$ cat src/rtl/usbh_data_tx.sv
// USB full-speed host data-packet transmit framer: PID, payload, CRC16 onto the UTMI TX port.
// Also holds the combinational CRC16 byte-update block used by the framer.

module usbh_crc16 (
    input  logic [15:0] crc_i,
    input  logic [7:0]  data_i,
    output logic [15:0] crc_o
);
    // Reflected form of 0x8005 (0xA001), data bits consumed LSB first.
    // NOTE: blocking assignments inside always_comb model the bit-serial chain;
    // crc_o gets a value before the loop so no latch is inferred.
    always_comb begin
        crc_o = crc_i;
        for (int i = 0; i < 8; i++) begin
            if (crc_o[0] ^ data_i[i]) crc_o = (crc_o >> 1) ^ 16'hA001;
            else                      crc_o = crc_o >> 1;
        end
    end
endmodule

module usbh_data_tx #(
    parameter int MAX_LEN = 1023,
    parameter int LEN_W   = 10
) (
    input  logic              clk_i,
    input  logic              rstn_i,
    input  logic              start_i,
    input  logic [7:0]        pid_i,
    input  logic              zlp_i,
    input  logic [7:0]        data_i,
    input  logic              data_valid_i,
    input  logic              data_last_i,
    output logic              data_ready_o,
    output logic [7:0]        utmi_data_o,
    output logic              utmi_txvalid_o,
    input  logic              utmi_txready_i,
    output logic              busy_o,
    output logic              done_o,
    output logic              overflow_o,
    output logic [15:0]       crc_o
);
    typedef enum logic [2:0] {
        S_IDLE, S_PID, S_DATA, S_CRC_L, S_CRC_H, S_DONE
    } state_t;

    state_t           state_q;
    logic [7:0]       pid_q;
    logic             zlp_q;
    logic [7:0]       out_q;
    logic             out_vld_q;
    logic [15:0]      crc_q;
    logic [15:0]      crc_next;
    logic [15:0]      crc_out_q;
    logic [LEN_W-1:0] cnt_q;
    logic             done_q;
    logic             ovf_q;
    logic             adv;
    logic             accept;

    // The output register may only move when it is empty or the PHY takes its byte.
    assign adv    = !out_vld_q || utmi_txready_i;
    assign accept = (state_q == S_DATA) && adv && data_valid_i;

    usbh_crc16 u_crc16 (
        .crc_i  (crc_q),
        .data_i (data_i),
        .crc_o  (crc_next)
    );

    always_ff @(posedge clk_i or negedge rstn_i) begin
        if (!rstn_i) begin
            state_q   <= S_IDLE;
            pid_q     <= 8'h00;
            zlp_q     <= 1'b0;
            out_q     <= 8'h00;
            out_vld_q <= 1'b0;
            crc_q     <= 16'hFFFF;
            crc_out_q <= 16'h0000;
            cnt_q     <= '0;
            done_q    <= 1'b0;
            ovf_q     <= 1'b0;
        end else begin
            done_q <= 1'b0;
            case (state_q)
                S_IDLE: begin
                    if (start_i) begin
                        pid_q   <= pid_i;
                        zlp_q   <= zlp_i;
                        crc_q   <= 16'hFFFF;
                        cnt_q   <= '0;
                        ovf_q   <= 1'b0;
                        state_q <= S_PID;
                    end
                end
                S_PID: begin
                    if (adv) begin
                        out_q     <= pid_q;
                        out_vld_q <= 1'b1;
                        state_q   <= zlp_q ? S_CRC_L : S_DATA;
                    end
                end
                S_DATA: begin
                    if (accept) begin
                        out_q     <= data_i;
                        out_vld_q <= 1'b1;
                        crc_q     <= crc_next;
                        cnt_q     <= cnt_q + 1'b1;
                        if (data_last_i) begin
                            state_q <= S_CRC_L;
                        end else if (cnt_q == LEN_W'(MAX_LEN - 1)) begin
                            // Payload hit the limit with no last marker: truncate here.
                            ovf_q   <= 1'b1;
                            state_q <= S_CRC_L;
                        end
                    end else if (adv) begin
                        out_vld_q <= 1'b0;
                    end
                end
                S_CRC_L: begin
                    if (adv) begin
                        out_q     <= ~crc_q[7:0];
                        out_vld_q <= 1'b1;
                        state_q   <= S_CRC_H;
                    end
                end
                S_CRC_H: begin
                    if (adv) begin
                        out_q     <= ~crc_q[15:8];
                        out_vld_q <= 1'b1;
                        crc_out_q <= ~crc_q;
                        state_q   <= S_DONE;
                    end
                end
                S_DONE: begin
                    if (out_vld_q && utmi_txready_i) begin
                        out_vld_q <= 1'b0;
                        done_q    <= 1'b1;
                        state_q   <= S_IDLE;
                    end
                end
                default: state_q <= S_IDLE;
            endcase
        end
    end

    assign data_ready_o   = accept;
    assign utmi_data_o    = out_q;
    assign utmi_txvalid_o = out_vld_q;
    assign busy_o         = (state_q != S_IDLE);
    assign done_o         = done_q;
    assign overflow_o     = ovf_q;
    assign crc_o          = crc_out_q;
endmodule

$ cat config.mk
export PLATFORM = sky130hd
export DESIGN_NAME = usbh_data_tx
export DESIGN_NICKNAME = d
export VERILOG_FILES = /design/src/rtl/usbh_data_tx.sv
export SDC_FILE = /design/constraint.sdc
export NUM_CORES = 1
export LEC_CHECK = 0
export CAP_MARGIN = 10
export CORE_MARGIN = 2
export CORE_UTILIZATION = 45
export DETAILED_ROUTE_END_ITERATION = 10
export PLACE_DENSITY = 0.68
export SYNTH_ARGS = -nofsm -noshare
export SYNTH_HDL_FRONTEND = slang
export SYNTH_SLANG_ARGS = --single-unit
$ cat constraint.sdc
create_clock -name clk_i -period 3 [get_ports clk_i]
set_clock_uncertainty 0.2 [all_clocks]
set_input_delay 0.6 -clock clk_i [delete_from_list [all_inputs] [get_ports clk_i]]
set_output_delay 0.6 -clock clk_i [all_outputs]
set_load 0.01 [all_outputs]
==> results_dict.tcl, run 1 <==
set metrics [dict create \
    run_status "finished clean" \
    setup_viol 0 \
    dpl_cell_area_um2 3806 \
    final_cell_area_um2 3988 \
    initial_utilization 0.4637 \
    post_cts_resize_count 0 \
    critical_path_required_ns 2.20 \
    switching_component_of_the_power_mw 1.638 \
    worst_ep_arrival_time_ns 2.03 \
    min-delay-path-class "primary input to async pin" \
    dieHeight_um 87.44 \
    place.gp.congestion 0.8696 \
    num_antenna_cells 0 \
    io_buffers 51 \
    fin_crit_ns 2.832 \
    maximum_resistive_drop_on_vdd_v 0.0005269 \
    rsz0062_at_grt "false" \
    syn_nets 331 \
    final_net_count 394 \
    dpl_worst_slack_ns 0.1374 \
    final_core_utilization 0.5902 \
    place_hpwl_um 5228 \
    numClockSinks 65 \
    number_of_drc_markers_in_iteration_0 120 \
    cts_tree "built" \
    synth_warnings 0 \
    netlist-cell-type-count 34 \
    grt_overflow 0 \
    avgViaCountPerCell 5.463 \
    worstPathBufferInverterCount 3 \
    cp-end-kind "output pin" \
    fmax_mhz 353.1 \
    number_of_vias_after_detailed_routing 2480 \
    cts_buffer_depth 2 \
    synth_flop_cell "sky130_fd_sc_hd__dfrtp_1" \
    htreeDepth 3 \
    pre_antenna_drt_iters 4 \
    worst_setup_hold_path_clk_slew_ns 0.07 \
    internal-power_mw 2.725 \
    area_growth_syn_to_layout_pct 27.28 \
    postCtsHoldBufs 0 \
    power_switching_share 0.3754 \
    worst_slew_margin_rel 0.5014 \
    ant_nets 0 \
    maximum_cell_stage_delay_along_the_critical_path_ns 0.54 \
    critPathKind "primary input to output pin" \
    p_leak_nw 1.656 \
    worstPathCellList "clkdlybuf4s50_1 -> nand2b_1 -> nand4_1 -> inv_1 -> clkdlybuf4s50_1" \
    pwr-share-clk 0.153 \
    postCtsSetupBuffers 0 \
    tritoncts.num_buffers 9 \
    grt_pass1_wl_um 11930 \
    seq_cells_post_synth 65 \
    path_common_cell "sky130_fd_sc_hd__clkdlybuf4s50_1" \
    maxCapViolCount 0 \
    wl_per_cell_um 15.89 \
    syn-mean-instance-area_um2 10.24 \
    aggregate_global_route_resource_usage 0.2064 \
    slack_of_the_worst_reg_to_reg_path_ns 0.78 \
    power.density_cell_area_nw_per_um2 1094 \
    p_seq_frac 0.361 \
    drive_gt1_frac 0.1631 \
    remaining_design_rule_violation_count 0 \
    core_region_area_um2 6756 \
    top_level_pins 52 \
    layout_worst_path_cycle_share 0.9441 \
    syn-cell-area_um2 3133 \
    synth_edf_count 0 \
    final-hold-violation-count 0 \
    worst_pin_slew_ns 0.7478 \
    postLayoutSetupSlackWorst_ns 0.1678 \
    report.final.slew_viol_count 0 \
    setup_total_negative_slack_ns 0 \
    worstSkewPairLatency_ns 0.34 \
    worstPathMaxFanout 2 \
    cts_root_buffer "sky130_fd_sc_hd__clkbuf_8" \
    timing.critical_path.slowest_stage_cell "sky130_fd_sc_hd__clkdlybuf4s50_1" \
    async_set_or_reset_flop_fraction_in_the_synthesized_netlist 1.000 \
    maximum_number_of_pins_on_one_net_before_global_route_repair 34 \
    synth-seq-area-share 0.5256 \
    worst_setup_path_start_kind "primary input" \
    die_w_um 87.44 \
    critical_path.top_delay_family "buffers and inverters" \
    synthCells 306 \
    fp-row-count 30 \
    first_global_vias 2387 \
    grt_antenna_before_repair 0 \
    totalPowerFinal_mw 4.363 \
    die_area_um2 7646 \
    proportion_of_power_drawn_by_combinational_gates 0.486 \
    detail_route.wirelength_um 7214 \
]
[through the flow]
step	instances	hold WS [ns]
finish	454	0.1181
global route	454	0.1875
CTS	454	0.1401
detailed placement	438	0.2698
global placement	438	0.2608
floorplan	306	0.1044
[cell usage after synthesis (all sizes together), types with 2 or more instances]
cell type   n  area [µm²]
and3        4       25.02
nand3       8       40.04
o311a       8       80.08
o22a        8       70.07
nand2      23       86.33
nor3        2       15.01
xor2       12       105.1
o2bb2ai     8       70.07
nand4       5       31.28
dfrtp      49        1226
and2        2       12.51
dfstp      16       420.4
ha          2       25.02
o21ai      29       145.1
inv         4       15.01
nor2       34       127.6
or3         2       12.51
mux2        9       101.4
nand2b     12       75.07
xnor2      18       157.7
nor2b       3       18.77
buf         5       22.52
clkbuf     12       45.04
a21oi      24       120.1
[layout make-up]
cell class	instances	area (µm²)
multi-input cells	220	1404
fillers	614	2769
well taps	80	100.1
clock buffers	11	151.4
repair buffers	69	640.6
flip-flops and latches	65	1647
inverters	4	15.01
clock inverters	5	30.03
[state kept, by name (all words and copies together) (netlist names)]
signal and count:
crc_q 16, zlp_q 1, utmi_txvalid_o 1, state_q 3, utmi_data_o 8, cnt_q 10
pid_q 8, overflow_o 1, done_o 1, crc_o 16
[cells in the final DEF, fill, tap and decap left out, types with 2 or more instances in the layout]
cell type	n
sky130_fd_sc_hd__o311a_1	8
sky130_fd_sc_hd__nand2b_1	12
sky130_fd_sc_hd__dfrtp_1	49
sky130_fd_sc_hd__o21ai_0	28
sky130_fd_sc_hd__clkdlybuf4s50_1	50
sky130_fd_sc_hd__nor2b_1	3
sky130_fd_sc_hd__buf_4	18
sky130_fd_sc_hd__and3_1	4
sky130_fd_sc_hd__ha_1	2
sky130_fd_sc_hd__xnor2_1	18
sky130_fd_sc_hd__or3_1	2
sky130_fd_sc_hd__a21oi_1	24
sky130_fd_sc_hd__and2_1	2
sky130_fd_sc_hd__inv_1	4
sky130_fd_sc_hd__clkbuf_8	11
sky130_fd_sc_hd__nand3_1	8
sky130_fd_sc_hd__nor2_1	34
sky130_fd_sc_hd__o22a_1	8
sky130_fd_sc_hd__dfstp_2	16
sky130_fd_sc_hd__clkinv_2	3
sky130_fd_sc_hd__nand2_1	23
sky130_fd_sc_hd__clkinvlp_4	2
sky130_fd_sc_hd__nand4_1	5
sky130_fd_sc_hd__xor2_1	12
sky130_fd_sc_hd__o2bb2ai_1	8
sky130_fd_sc_hd__mux2_2	9
[logic make-up after synthesis]
kind of cell	count (synthesis)	synth area share
muxes	9	0.03235
DFF	65	0.5256
AOI/OAI and AO/OA	81	0.1645
xor gates and xnor gates	32	0.09864
and+or+nand+nor	96	0.1446
buffers and inverters	21	0.02635
adders and majority gates	2	0.007986
[worst paths after layout]
| kind | start | depth (start not counted) | to |
|---|---|---|---|
| worst max register to register | crc_q[4] | 5 | crc_q[0] |
| max in group asynchronous | rstn_i | 2 | crc_q[10] |
| worst max-delay path | utmi_txready_i | 5 | data_ready_o |
| worst min-delay path | rstn_i | 1 | pid_q[3] |
| worst min register to register | crc_o[8] | 2 | crc_o[8] |
| min in group clk_i | crc_o[8] | 2 | crc_o[8] |
[layer usage]
| metal | share of wire | vias to the layer above | GRT usage |
|---|---|---|---|
| li1 | - | 1198 | - |
| met3 | 0.046 | 12 | 0.03602 |
| met1 | 0.45 | 1213 | 0.2853 |
| met5 | 0 | - | 0 |
| met4 | 0.015 | 0 | 0.08392 |
| met2 | 0.49 | 57 | 0.3223 |
[power groups by stage]
stage	combinational [mW]	clock (mW)	sequential (mW)
4_1_cts	2.14	0.683	1.58
3_3_place_gp	2.08	0	1.58
5_1_grt	2.35	0.714	1.62
2_1_floorplan	1.30	0	1.57
3_5_place_dp	2.12	0	1.59
6_report	2.12	0.669	1.57
(Power assumes the default switching activity.)
==> inputs of run 2 (changes only) <==
- CORE_UTILIZATION: 45 -> 40
- PLACE_DENSITY: 0.68 -> 0.62
==> run 2 against run 1 <==
Net effect:
- die area grew 12%
- largest cell class unchanged
- critical path depth is the same
- utilization shrank 5.6 points
- final cell count grew 5.1%
- clock power grew 34%
- register-to-register slack is essentially flat
- routed wire length grew 1.8%
- first-iteration DRC count grew 20%
- hold slack lost 0.083 ns
- sequential power is essentially flat
==> results_dict.tcl, run 2 (same netlist as run 1, synthesis figures left out) <==
set metrics [dict create \
    detail_route.wirelength_um 7345 \
    cp-end-kind "output pin" \
    number_of_drc_markers_in_iteration_0 144 \
    switching_component_of_the_power_mw 1.649 \
    setup_total_negative_slack_ns 0 \
    postCtsSetupBuffers 0 \
    grt_overflow 0 \
    numClockSinks 65 \
    num_antenna_cells 0 \
    die_w_um 92.50 \
    area_growth_syn_to_layout_pct 30.35 \
    worst_slew_margin_rel 0.5261 \
    pre_antenna_drt_iters 4 \
    avgViaCountPerCell 5.115 \
    place_hpwl_um 5256 \
    path_common_cell "sky130_fd_sc_hd__clkdlybuf4s50_1" \
    htreeDepth 3 \
    mostFrequentLayoutCell "sky130_fd_sc_hd__clkdlybuf4s50_1" \
    postCtsHoldBufs 0 \
    cts_tree "built" \
    cts_buffer_depth 2 \
    worstPathMaxFanout 2 \
    timing.critical_path.slowest_stage_cell "sky130_fd_sc_hd__clkdlybuf4s50_1" \
    p_leak_nw 1.685 \
    worstPathCellList "clkdlybuf4s50_1 -> nand2b_1 -> nand4_1 -> inv_1 -> clkdlybuf4s50_1" \
    io_buffers 51 \
    dieHeight_um 92.50 \
    maximum_cell_stage_delay_along_the_critical_path_ns 0.54 \
    worstSkewPairLatency_ns 0.35 \
    power.density_cell_area_nw_per_um2 1124 \
    aggregate_global_route_resource_usage 0.1813 \
    drive_gt1_frac 0.1653 \
    maximum_number_of_pins_on_one_net_before_global_route_repair 33 \
    min-delay-path-class "primary input to async pin" \
    die_area_um2 8556 \
    worstPathBufferInverterCount 3 \
    critical_path_required_ns 2.20 \
    fin_crit_ns 2.827 \
    final-hold-violation-count 0 \
    rsz0062_at_grt "false" \
    initial_utilization 0.4097 \
    power_switching_share 0.3593 \
    grt_antenna_before_repair 0 \
    grt_pass1_wl_um 12080 \
    final_cell_area_um2 4084 \
    worst_setup_hold_path_clk_slew_ns 0.07 \
    ant_nets 0 \
    pwr-share-clk 0.196 \
    worst_ep_arrival_time_ns 2.03 \
    wl_per_cell_um 15.40 \
    final_cell_mix "50 x sky130_fd_sc_hd__clkdlybuf4s50_1, 49 x sky130_fd_sc_hd__dfrtp_1, 34 x sky130_fd_sc_hd__nor2_1, 28 x sky130_fd_sc_hd__o21ai_0, 24 x sky130_fd_sc_hd__a21oi_1" \
    core_region_area_um2 7647 \
    fp-row-count 32 \
    cts_root_buffer "sky130_fd_sc_hd__clkbuf_8" \
    place.gp.congestion 0.8255 \
    number_of_vias_after_detailed_routing 2440 \
    worst_setup_path_start_kind "primary input" \
    internal-power_mw 2.941 \
    tritoncts.num_buffers 9 \
    fillCellCount 727 \
    fmax_mhz 353.7 \
    dpl_cell_area_um2 3841 \
    setup_viol 0 \
    post_cts_resize_count 0 \
    maxCapViolCount 0 \
    proportion_of_power_drawn_by_combinational_gates 0.465 \
    worst_pin_slew_ns 0.7094 \
    first_global_vias 2397 \
    top_level_pins 52 \
    report.final.slew_viol_count 0 \
    critical_path.top_delay_family "buffers and inverters" \
    final_net_count 395 \
    maximum_resistive_drop_on_vdd_v 0.0003204 \
    run_status "finished clean" \
    p_seq_frac 0.340 \
    remaining_design_rule_violation_count 0 \
    layout_worst_path_cycle_share 0.9424 \
    critPathKind "primary input to output pin" \
    final_core_utilization 0.5340 \
]
## run 2: final timing paths
check | start | cells past startpoint | slack, ns | to
max reg2reg | crc_q[3] | 5 | 0.79 | crc_q[0]
max | utmi_txready_i | 5 | 0.17 | data_ready_o
min in group clk_i | crc_o[2] | 2 | 0.28 | crc_o[2]
max in group asynchronous | rstn_i | 2 | 1.82 | crc_q[7]
min reg2reg | crc_o[2] | 2 | 0.28 | crc_o[2]
min | rstn_i | 1 | 0.03 | pid_q[6]
## run 2: per-stage QoR
stage          power, mW  std cells  worst slack, ns  hold slack [ns]
2_1_floorplan      2.870        306           0.6772           0.1044
3_3_place_gp       3.686        461           0.1248           0.2619
3_5_place_dp       3.711        461           0.1370           0.2700
4_1_cts            4.627        477           0.1369          0.04748
5_1_grt            4.921        477          0.07210          0.06393
6_report           4.590        477           0.1729          0.03483
## run 2: routing by layer
metal | track usage | up-vias | share of wire
met2 | 0.2871 | 46 | 0.47
met3 | 0.03499 | 11 | 0.033
met4 | 0.07214 | 0 | 0.016
met5 | 0 | - | 0
met1 | 0.2456 | 1185 | 0.48
li1 | - | 1198 | -
## run 2: final cells by class
class	instances	area (µm²)	share of cell area
Inverter	4	15.01	0.003676
Timing Repair Buffer	70	648.1	0.1587
Multi-Input combinational cell	220	1404	0.3438
Clock buffer	9	123.9	0.03033
Sequential cell	65	1647	0.4032
Tap cell	102	127.6	0.03125
Clock inverter	7	118.9	0.02911
## run 2: power by group through the flow
stage,clock [mW],sequential (mW),combinational [mW]
after detailed placement,0,1.58,2.13
after floorplan,0,1.57,1.30
final,0.899,1.56,2.13
after global placement,0,1.57,2.11
after global routing,0.963,1.60,2.35
after CTS,0.918,1.56,2.15
